## src/rtl/pipe_stage_buf.sv

```systemverilog
// -----------------------------------------------------------------------------
// pipe_stage_buf
//
// Pipeline-stage register placed between two CPU pipeline stages. It carries
// a payload under a valid/ready handshake, with an optional skid entry
// (DEPTH=2) that keeps in_ready free of any combinational path from
// out_ready. Also provides:
//   - bubble: inserts an empty slot downstream while holding upstream.
//   - flush:  kills every held payload.
//   - a side channel (PC-like) that keeps advancing with the slot even when
//     the payload is killed or is a bubble.
//
// Parameters
//   DATA_W       payload width
//   SIDE_W       side-channel width
//   DEPTH        1 or 2 entries (2 adds the skid entry)
//   ZERO_BUBBLE  1: out_data reads 0 whenever out_valid is 0
//                0: out_data holds its last value
//
// Ports
//   clk, cpurst_n         clock, asynchronous active-low reset
//   in_valid/in_ready     upstream handshake (in_ready is combinational)
//   in_data, in_side      upstream payload and side value
//   bubble, flush         slot controls
//   out_valid/out_ready   downstream handshake on the main entry
//   out_data, out_side    main-entry payload and side value
//   occupancy             number of valid entries, 0..DEPTH
// -----------------------------------------------------------------------------
module pipe_stage_buf #(
    parameter int unsigned DATA_W      = 64,
    parameter int unsigned SIDE_W      = 32,
    parameter int unsigned DEPTH       = 2,
    parameter bit          ZERO_BUBBLE = 1'b1
) (
    input  logic              clk,
    input  logic              cpurst_n,

    input  logic              in_valid,
    output logic              in_ready,
    input  logic [DATA_W-1:0] in_data,
    input  logic [SIDE_W-1:0] in_side,

    input  logic              bubble,
    input  logic              flush,

    output logic              out_valid,
    input  logic              out_ready,
    output logic [DATA_W-1:0] out_data,
    output logic [SIDE_W-1:0] out_side,

    output logic [1:0]        occupancy
);

    // Only one- and two-entry buffers are meaningful.
    if ((DEPTH != 1) && (DEPTH != 2)) begin : g_depth_check
        $error("pipe_stage_buf: DEPTH must be 1 or 2");
    end

    localparam bit HAS_SKID = (DEPTH == 2);

    typedef struct packed {
        logic [DATA_W-1:0] data;
        logic [SIDE_W-1:0] side;
    } entry_t;

    logic   main_valid_q, main_valid_d;
    entry_t main_q,       main_d;
    logic   skid_valid_q, skid_valid_d;
    entry_t skid_q,       skid_d;
    logic [1:0] occ_q,    occ_d;

    logic advance_c;
    logic accept_c;

    // Main entry can take a new value when empty or when it leaves this cycle.
    assign advance_c = !main_valid_q || out_ready;

    // With a skid entry, readiness depends only on registered state, so
    // upstream never sees a combinational path from out_ready.
    always_comb begin
        if (HAS_SKID) begin
            in_ready = !skid_valid_q && !bubble && !flush;
        end else begin
            in_ready = advance_c && !bubble && !flush;
        end
    end

    assign accept_c = in_valid && in_ready;

    // Next-state: flush beats skid drain, which beats a fresh accept.
    always_comb begin
        main_valid_d = main_valid_q;
        main_d       = main_q;
        skid_valid_d = skid_valid_q;
        skid_d       = skid_q;

        if (flush) begin
            main_valid_d = 1'b0;
            skid_valid_d = 1'b0;
            if (ZERO_BUBBLE) begin
                main_d.data = '0;
                skid_d      = '0;
            end
            // The slot still moves on, so its side value follows upstream.
            if (advance_c) begin
                main_d.side = in_side;
            end
        end else if (advance_c) begin
            if (skid_valid_q) begin
                // Oldest payload lives in the skid; promote it first.
                main_valid_d = 1'b1;
                main_d       = skid_q;
                skid_valid_d = 1'b0;
            end else begin
                main_valid_d = accept_c;
                // Side tracks the slot regardless of in_valid or bubble.
                main_d.side  = in_side;
                if (accept_c) begin
                    main_d.data = in_data;
                end else if (ZERO_BUBBLE) begin
                    main_d.data = '0;
                end
            end
        end else if (HAS_SKID && accept_c) begin
            // Main entry stalled: park the incoming payload in the skid.
            skid_valid_d = 1'b1;
            skid_d.data  = in_data;
            skid_d.side  = in_side;
        end

        occ_d = 2'(main_valid_d) + 2'(skid_valid_d);
    end

    // State register.
    always_ff @(posedge clk or negedge cpurst_n) begin
        if (!cpurst_n) begin
            main_valid_q <= 1'b0;
            main_q       <= '0;
            skid_valid_q <= 1'b0;
            skid_q       <= '0;
            occ_q        <= 2'd0;
        end else begin
            main_valid_q <= main_valid_d;
            main_q       <= main_d;
            skid_valid_q <= skid_valid_d;
            skid_q       <= skid_d;
            occ_q        <= occ_d;
        end
    end

    assign out_valid = main_valid_q;
    assign out_data  = main_q.data;
    assign out_side  = main_q.side;
    assign occupancy = occ_q;

endmodule

```

## config.mk

```make
export PLATFORM = sky130hd
export DESIGN_NAME = pipe_stage_buf
export DESIGN_NICKNAME = d
export VERILOG_FILES = /design/src/rtl/pipe_stage_buf.sv
export SDC_FILE = /design/constraint.sdc
export NUM_CORES = 1
export LEC_CHECK = 0
export CAP_MARGIN = 20
export CELL_PAD_IN_SITES_DETAIL_PLACEMENT = 0
export CELL_PAD_IN_SITES_GLOBAL_PLACEMENT = 1
export CORE_MARGIN = 2
export CORE_UTILIZATION = 35
export DETAILED_ROUTE_END_ITERATION = 10
export PLACE_DENSITY = 0.74
export SLEW_MARGIN = 20
export SYNTH_ARGS = -nofsm -noshare
export SYNTH_HDL_FRONTEND = slang
export SYNTH_SLANG_ARGS = --single-unit
```

## constraint.sdc

```tcl
create_clock -name clk -period 3.46 [get_ports clk]
set_input_delay 0.519 -clock clk [delete_from_list [all_inputs] [get_ports clk]]
set_output_delay 0.519 -clock clk [all_outputs]
set_load 0.01 [all_outputs]
```

* Word-level counts from Yosys, hierarchy flattened *
Index checks and enable logic that the tools add are counted.

cells by class
  multiplexer cells = 14
  add/sub/neg operators = 1
  equal/unequal tests = 1
  reductions and logical operators = 11

operators with widths
  kind                count
  $mux 96             6
  $mux 64             1
  $mux 32             1
  $mux 1              6
  $logic_not 1->1     4
  $reduce_bool 2->1   2
  $logic_and 1x1->1   3
  $add 1x1->2         1
  $ne 2x2->1 const B  1
  $reduce_and 2->1    1
  $logic_or 1x1->1    1

storage, ports and cells
  bits of input ports = 102
  output and inout port bits = 100
  register bits after elaboration = 196
  logic and storage cells = 34

* Depth between registers and ports, before layout *
  depth after elaboration = 8
  depth in mapped cells = 6

* Least setup slack after synthesis *
No wires, ideal clock.

  path kind = input to register
  start point = input out_ready
  end point = register occ_q[0] (netlist: occupancy[0])
  data arrival time = 1792 ps
  path buffers = 3
  library setup time = 126 ps
  path slack = 1542 ps
  stages on the path = 6
  data required time = 3334 ps
  cell sequence = nand2b_1 -> buf_2 -> clkbuf_1 -> clkbuf_1 -> a21oi_1 -> ha_1

on the way
  longest elaborated chain between the ends = 4
  elaborated cells between the ends (all ways) = 6
  those cells by class = 1 x add/sub; 4 x mux; 1 x reduce/logical

RTL lines
  item                    RTL line  source
  from (decl)             47        input logic out_ready,
  $logic_or 1x1->1        76        assign advance_c = !main_valid_q || out_ready;
  $mux 1                  108       end else if (advance_c) begin
  $mux 1                  97        if (flush) begin
  named net main_valid_d  66        logic main_valid_q, main_valid_d;
  $add 1x1->2             131       occ_d = 2'(main_valid_d) + 2'(skid_valid_d);
  named net occ_d[0]      70        logic [1:0] occ_q, occ_d;
  to (signal assigned)    141       occ_q <= 2'd0;
  to (signal assigned)    147       occ_q <= occ_d;
  to (decl)               70

The timed path passes the listed nets, and every way through them passes these cells.
A chain may end at the register's enable or synchronous reset.

* Worst setup path in the final report *
  start point = input bubble
  end point = register main_q (netlist bit out_data[3])

on the way
  longest elaborated chain between the ends = 8

RTL lines
  item                            RTL line  source
  from (decl)                     43        input logic bubble,
  $logic_not 1->1                 n/a
  $logic_and 1x1->1 (2 in a row)  82        in_ready = !skid_valid_q && !bubble && !flush;
  $logic_and 1x1->1               88        assign accept_c = in_valid && in_ready;
  $mux 64                         118       if (accept_c) begin
  $mux 96                         109       if (skid_valid_q) begin
  $mux 96                         108
  $mux 96                         97
  to (signal assigned)            144       main_q <= main_d;
  to (decl)                       67        entry_t main_q, main_d;

No other way between the ends. The select of a mux whose other input is x is not followed.

==> key figures <==
Worst setup path
  – Setup CP Type: input pin to flip-flop
  – Crit Reg-Reg Startpoint: skid_valid_q$_DFF_PN0_
  – WP data required: 3.82 ns
  – R2r setup slk: 1.26 ns
  – R2R cell count: 4
  – CP Launch Type: input pin
  – Critical Path AT: 2.70 ns
  – CP Max Fanout: 31
  – CP endpoint kind: flip-flop
  – RR Endpoint: out_data[3]$_DFFE_PN0P_

Finish
  – Fill cells: 2259
  – Layout cells sized above 1: 5.68%
  – Cell area after layout: 11300 µm²
  – Nets: 1094
  – Antenna Cells: 0
  – Area Growth Syn to Fin: 33.9%
  – Cell Count, Final, Fillers Out: 1323

Route
  – Post-route DRC violation count: 0
  – Via count: 7074
  – Vias per inst: 5.35
  – Post-route ant nets: 0
  – Initial DRC count: 434
  – Routed WL: 24.6 mm
  – Drt first pass iters: 5
  – Post-DR wirelength/cell: 18.6 µm

Hold path
  – Hold Path Class: input pin to async pin

STA
  – Fmax: 427 MHz
  – Slew Limit Fails: 0
  – Total negative slack: 0 ns
  – Worst Clk Skew: 0.0121 ns
  – Worst-margin pin slew: 0.819 ns
  – Hold Vio Cnt, Final: 0
  – Final setup vio count: 0
  – RSZ-0062 raised after global routing: false
  – Worst relative slew slack: 45.4%
  – Post-route worst setup slack: 1.12 ns
  – Fin crit share: 67.7%
  – Final min period: 2.34 ns

Global route
  – Largest net degree at the start of global routing: 195
  – Vias in the first global route: 7049
  – Total global routing overflow: 0
  – Initial antenna violation count: 0
  – Tot GR Track Use: 19.3%
  – First-pass GRT wire length: 39.5 mm

Power
  – Power per Cell Area: 434 nW/µm²
  – Pleak: 4.94 nW
  – VDD IR max: 0.261 mV
  – Tot Pwr: 4.92 mW

Placement
  – GP Congestion: 0.737
  – # placed instances: 1291
  – Placed Area: 10700 µm²
  – Detailed Place HPWL: 14.1 mm
  – Buffers on Ports: 201
  – Dpl ws: 0.687 ns

Floorplanning
  – I/O Pins: 202
  – Die Ht: 160 µm
  – Die area: 25500 µm²
  – DIE WIDTH: 160 µm
  – Num rows: 56
  – Initial Utilization: 35.9%
  – Core area: 23600 µm²

Yosys
  – Seq/Total Area, Yosys: 57.9%
  – Cell area after synthesis: 8470 µm²
  – FFs w/ async S/R, synth: 100%
  – Syn nets: 946
  – Syn. warnings: 0
  – Synth unique cells: 23
  – Top_reg_cell synth: dfrtp_1
  – Number of flops mapped to enable cells by yosys: 0
  – Register bit total from synthesis: 196
  – Syn_area_per_cell: 10.1 µm²
  – Post-Syn Instances: 843

Clocking
  – CTS Buf Count: 17
  – Worst skew pair latency: 0.43 ns
  – Post-CTS sizing: 0
  – Setup Buffers After CTS: 0
  – Clk root buf: clkbuf_16
  – H-tree depth: 4
  – Maximum root-to-sink buffer count: 2
  – CTS tree: yes
  – Reg clk slew, reported paths: 0.08 ns
  – Post-CTS Hold Fix Bufs: 0
  – Sink Count: 196

Outcome
  – Status: finished clean

Run
  – Max-Cap Viols: 0
==> sequential cells by signal (all words and copies together) (netlist names) <==
signal and cells:
occupancy 2, out_valid 1, skid_q 96, out_data 64, out_side 32, skid_valid_q 1
==> cell usage in the layout (no fill, tap or decap), types with 4 or more instances in the layout <==
cell | synthesis | layout
o21ai_0 | 96 | 96
a21oi_1 | 65 | 65
nand2b_1 | 35 | 34
inv_8 | 0 | 4
nor2_1 | 34 | 32
and3_1 | 64 | 64
clkinv_4 | 0 | 4
buf_4 | 4 | 11
clkbuf_16 | 0 | 17
dfrtp_1 | 196 | 196
nand2_1 | 64 | 64
buf_12 | 0 | 6
a221o_1 | 64 | 64
a31oi_1 | 32 | 32
nand3_1 | 96 | 96
clkdlybuf4s50_1 | 0 | 199
==> worst max-delay path by stage <==
stage | startpoint | endpoint | slack, ns | depth (start not counted)
3_3_place_gp | bubble | out_data[55]$_DFFE_PN0P_ | 0.73 | 5
4_1_cts | bubble | in_ready | 1.13 | 3
2_1_floorplan | out_ready | occupancy[0]$_DFF_PN0_ | 1.54 | 6
3_5_place_dp | bubble | skid_q[5]$_DFFE_PN0P_ | 0.69 | 5
6_report | bubble | out_data[3]$_DFFE_PN0P_ | 1.12 | 5
5_1_grt | bubble | skid_q[29]$_DFFE_PN0P_ | 0.98 | 5
==> area by class of cell <==
| class | instances | area [µm²] | share of cell area, % |
|---|---|---|---|
| Sequential cell | 196 | 4900 | 43.2 |
| Multi-Input combinational cell | 558 | 3230 | 28.5 |
| Timing Repair Buffer | 217 | 2210 | 19.5 |
| Clock buffer | 18 | 429 | 3.78 |
| Tap cell | 319 | 399 | 3.52 |
| Clock inverter | 14 | 169 | 1.49 |
| Inverter | 1 | 3.75 | 0.0331 |
==> cell usage after synthesis (all sizes together) (2+ instances only) <==
master / number / area [µm²]
nand2b: 35 / 219
nor3: 2 / 10.0
clkbuf: 69 / 267
and3: 64 / 400
buf: 19 / 104
a21oi: 65 / 325
nand3: 96 / 480
nor2: 35 / 148
a31oi: 32 / 200
a221o: 64 / 641
o21ai: 96 / 480
nand2: 64 / 240
dfrtp: 196 / 4900
==> power by group <==
part	total (mW)	internal [mW]	switching, mW
Clock	2.03	1.09	0.941
Combinational	0.506	0.247	0.258
Sequential	2.38	2.35	0.0362
Total	4.92	3.69	1.24
==> per-stage QoR <==
step                hold WS [ns]  util (%)
floorplan                  0.223         -
global placement           0.494      45.5
detailed placement         0.500      45.5
CTS                        0.191      48.0
global route               0.217      48.0
finish                     0.169      48.0
==> cells by family after synthesis <==
family,share of synthesized area [%]
simple gates,18.1
compound gates,19.4
fa+ha+maj,0.148
flops,57.9
buf+inv,4.41
==> routing by layer <==
layer  share of wire (%)  GRT usage, %
met1                  46          26.1
met2                  47          31.2
met3                 5.3          3.96
met4                 1.4          5.91
met5                   0             0
==> critical path, stage by stage <==
cell	delay, ns
clkdlybuf4s50_1	0.50
or4b_2	0.91
nor2_8	0.15
buf_4	0.39
a221o_1	0.22
No activity file was read; power rests on OpenSTA's default activity.
==> RTL change, RTL diff (same flow settings) <==
The parameter `ZERO_BUBBLE` goes from 1'b1 to 1'b0.
--- a/src/rtl/pipe_stage_buf.sv
+++ b/src/rtl/pipe_stage_buf.sv
@@ -30,7 +30,7 @@
     parameter int unsigned DATA_W      = 64,
     parameter int unsigned SIDE_W      = 32,
     parameter int unsigned DEPTH       = 2,
-    parameter bit          ZERO_BUBBLE = 1'b1
+    parameter bit          ZERO_BUBBLE = 1'b0
 ) (
     input  logic              clk,
     input  logic              cpurst_n,
Check against the original RTL: not equivalent (Yosys sat finds a counterexample within 4 cycles, from zero or initial values and one cycle with cpurst_n low).
==> RTL change against the original RTL <==
  * Final area rose by 0.58%
  * Sequential cell count did not move
  * Sequential share of layout area fell by 0.24 points
  * Hold slack got worse by 0.022 ns
  * Count of clock-buffer cells in the layout did not move
  * Wire length fell by 24%
  * Synthesized cell count fell by 33%
  * Critical path type is now flop to primary output
  * Via count fell by 27%
  * Area after synthesis fell by 0.27%
  * Setup slack got worse by 0.065 ns
Power is not compared: it rests on default switching activity, and its combinational part moved more than twofold at a synthesized area within 25%.
==> RTL change: results (changes against the original RTL) <==
Cell Pwr Density -> 528 nW/um^2
share of layout cells above drive strength 1 -> 35.3% (+30 points)
Multi-In Gates -> 330 (-41%)
reg-to-reg endpoint -> out_side[7]
largest net degree at the start of global routing -> 92 (-53%)
outcome -> finished clean
Cells after Synth -> 564 (-33%)
filler cell count -> 2058 (-8.9%)
Crit Path Category -> flop to primary output
synth top area cells -> dfrtp_1, mux2_2, mux2_4, mux2i_1, a21oi_1
Final Critical Period -> 2.41 ns (+0.0653 ns)
clk buf depth -> 2 (unchanged)
Worst R2R Path Depth -> 5 (+1)
fin cells -> 1090 (-18%)
Clock Skew -> 0.00887 ns (-0.00326 ns)
Initial DRC Count -> 191 (-56%)
vias in the first global route -> 5567 (-21%)
max_slew headroom -> 48.9% (+3.5 points)
most common library cells after synthesis -> dfrtp_1, mux2_2, mux2_4
DR pass1 iterations -> 4 (-1)
clkbuf count -> 18 (unchanged)
Reg2Reg Setup Slack -> 1.27 ns
detailed-route via count -> 5155 (-27%)
area delta synth->final -> 35.0%
diode count -> 1 (+1)
per-cell routed wire length -> 17.0 um (-8.3%)
DP HPWL -> 12.6 mm (-11%)
Synthesized Nets -> 667 (-29%)
placed instance area -> 10800 um^2 (+0.63%)
first-pass GRT wire length -> 30.3 mm (-23%)
Final nets -> 860 (-21%)
number of non-clock buffers -> 211 (-2.8%)
clock network area share -> 5.21% (-0.064 points)
Unique masters post-synth -> 17 (-26%)
H-tree depth -> 4 (unchanged)
Peak VDD IR -> 0.264 mV
Seq/Total Area, Yosys -> 58.0% (+0.15 points)
non-clock buffer contribution to total cell area -> 18.8% (-0.71 points)
area of the multi-input gates -> 3360 um^2 (+4.1%)
Seq/total area -> 43.0% (-0.24 points)
Setup crit end -> in_ready
critical path arrival -> 1.89 ns (-0.81 ns)
max reg flops -> 96 (unchanged)
Setup WS pre-CTS -> 0.689 ns (+0.00147 ns)
hold_ws -> 0.146 ns (-0.0225 ns)
Signal inverters -> 1 (unchanged)
initial antenna violation count -> 0 (unchanged)
RePlAce Congestion -> 0.770 (+4.6%)
GRT Util Overall -> 14.9% (-4.4 points)
Leakage -> 4.95 nW
RR Startpoint -> skid_valid_q
[RTL change: cells by family (layout without fill, tap and decap cells)]
family | count (synthesis) | in the layout | synth area share (%)
AO/OA/AOI/OAI | 34 | 34 | 2.07
adder cells (fa/ha/maj) | 1 | 1 | 0.148
buffers and inverters | 38 | 244 | 2.41
flip-flops | 196 | 196 | 58.0
multiplexers | 256 | 256 | 35.4
other | 0 | 1 | 0
AND/OR/NAND/NOR | 39 | 39 | 1.92
[RTL change: worst max-delay path: stages, from the launching register on]
cell and delay, ns:
dfrtp_2 0.41, buf_4 0.26, nor3_1 0.23, clkdlybuf4s50_1 0.56
[RTL change: routing by layer]
metal,global-route usage [%],part of all wire [%],wire length (um)
met3,4.17,5.8,1080
met4,3.97,1.1,204
met1,20.0,46,8550
met2,23.9,47,8740
met5,0,0,0
[RTL change: where the power goes]
group	switching (W)	internal, W	leakage [nW]	total, W
Sequential	0.000206	0.00266	2.45	0.00287
Combinational	0.000400	0.000778	2.22	0.00118
Clock	0.000986	0.000993	0.286	0.00198
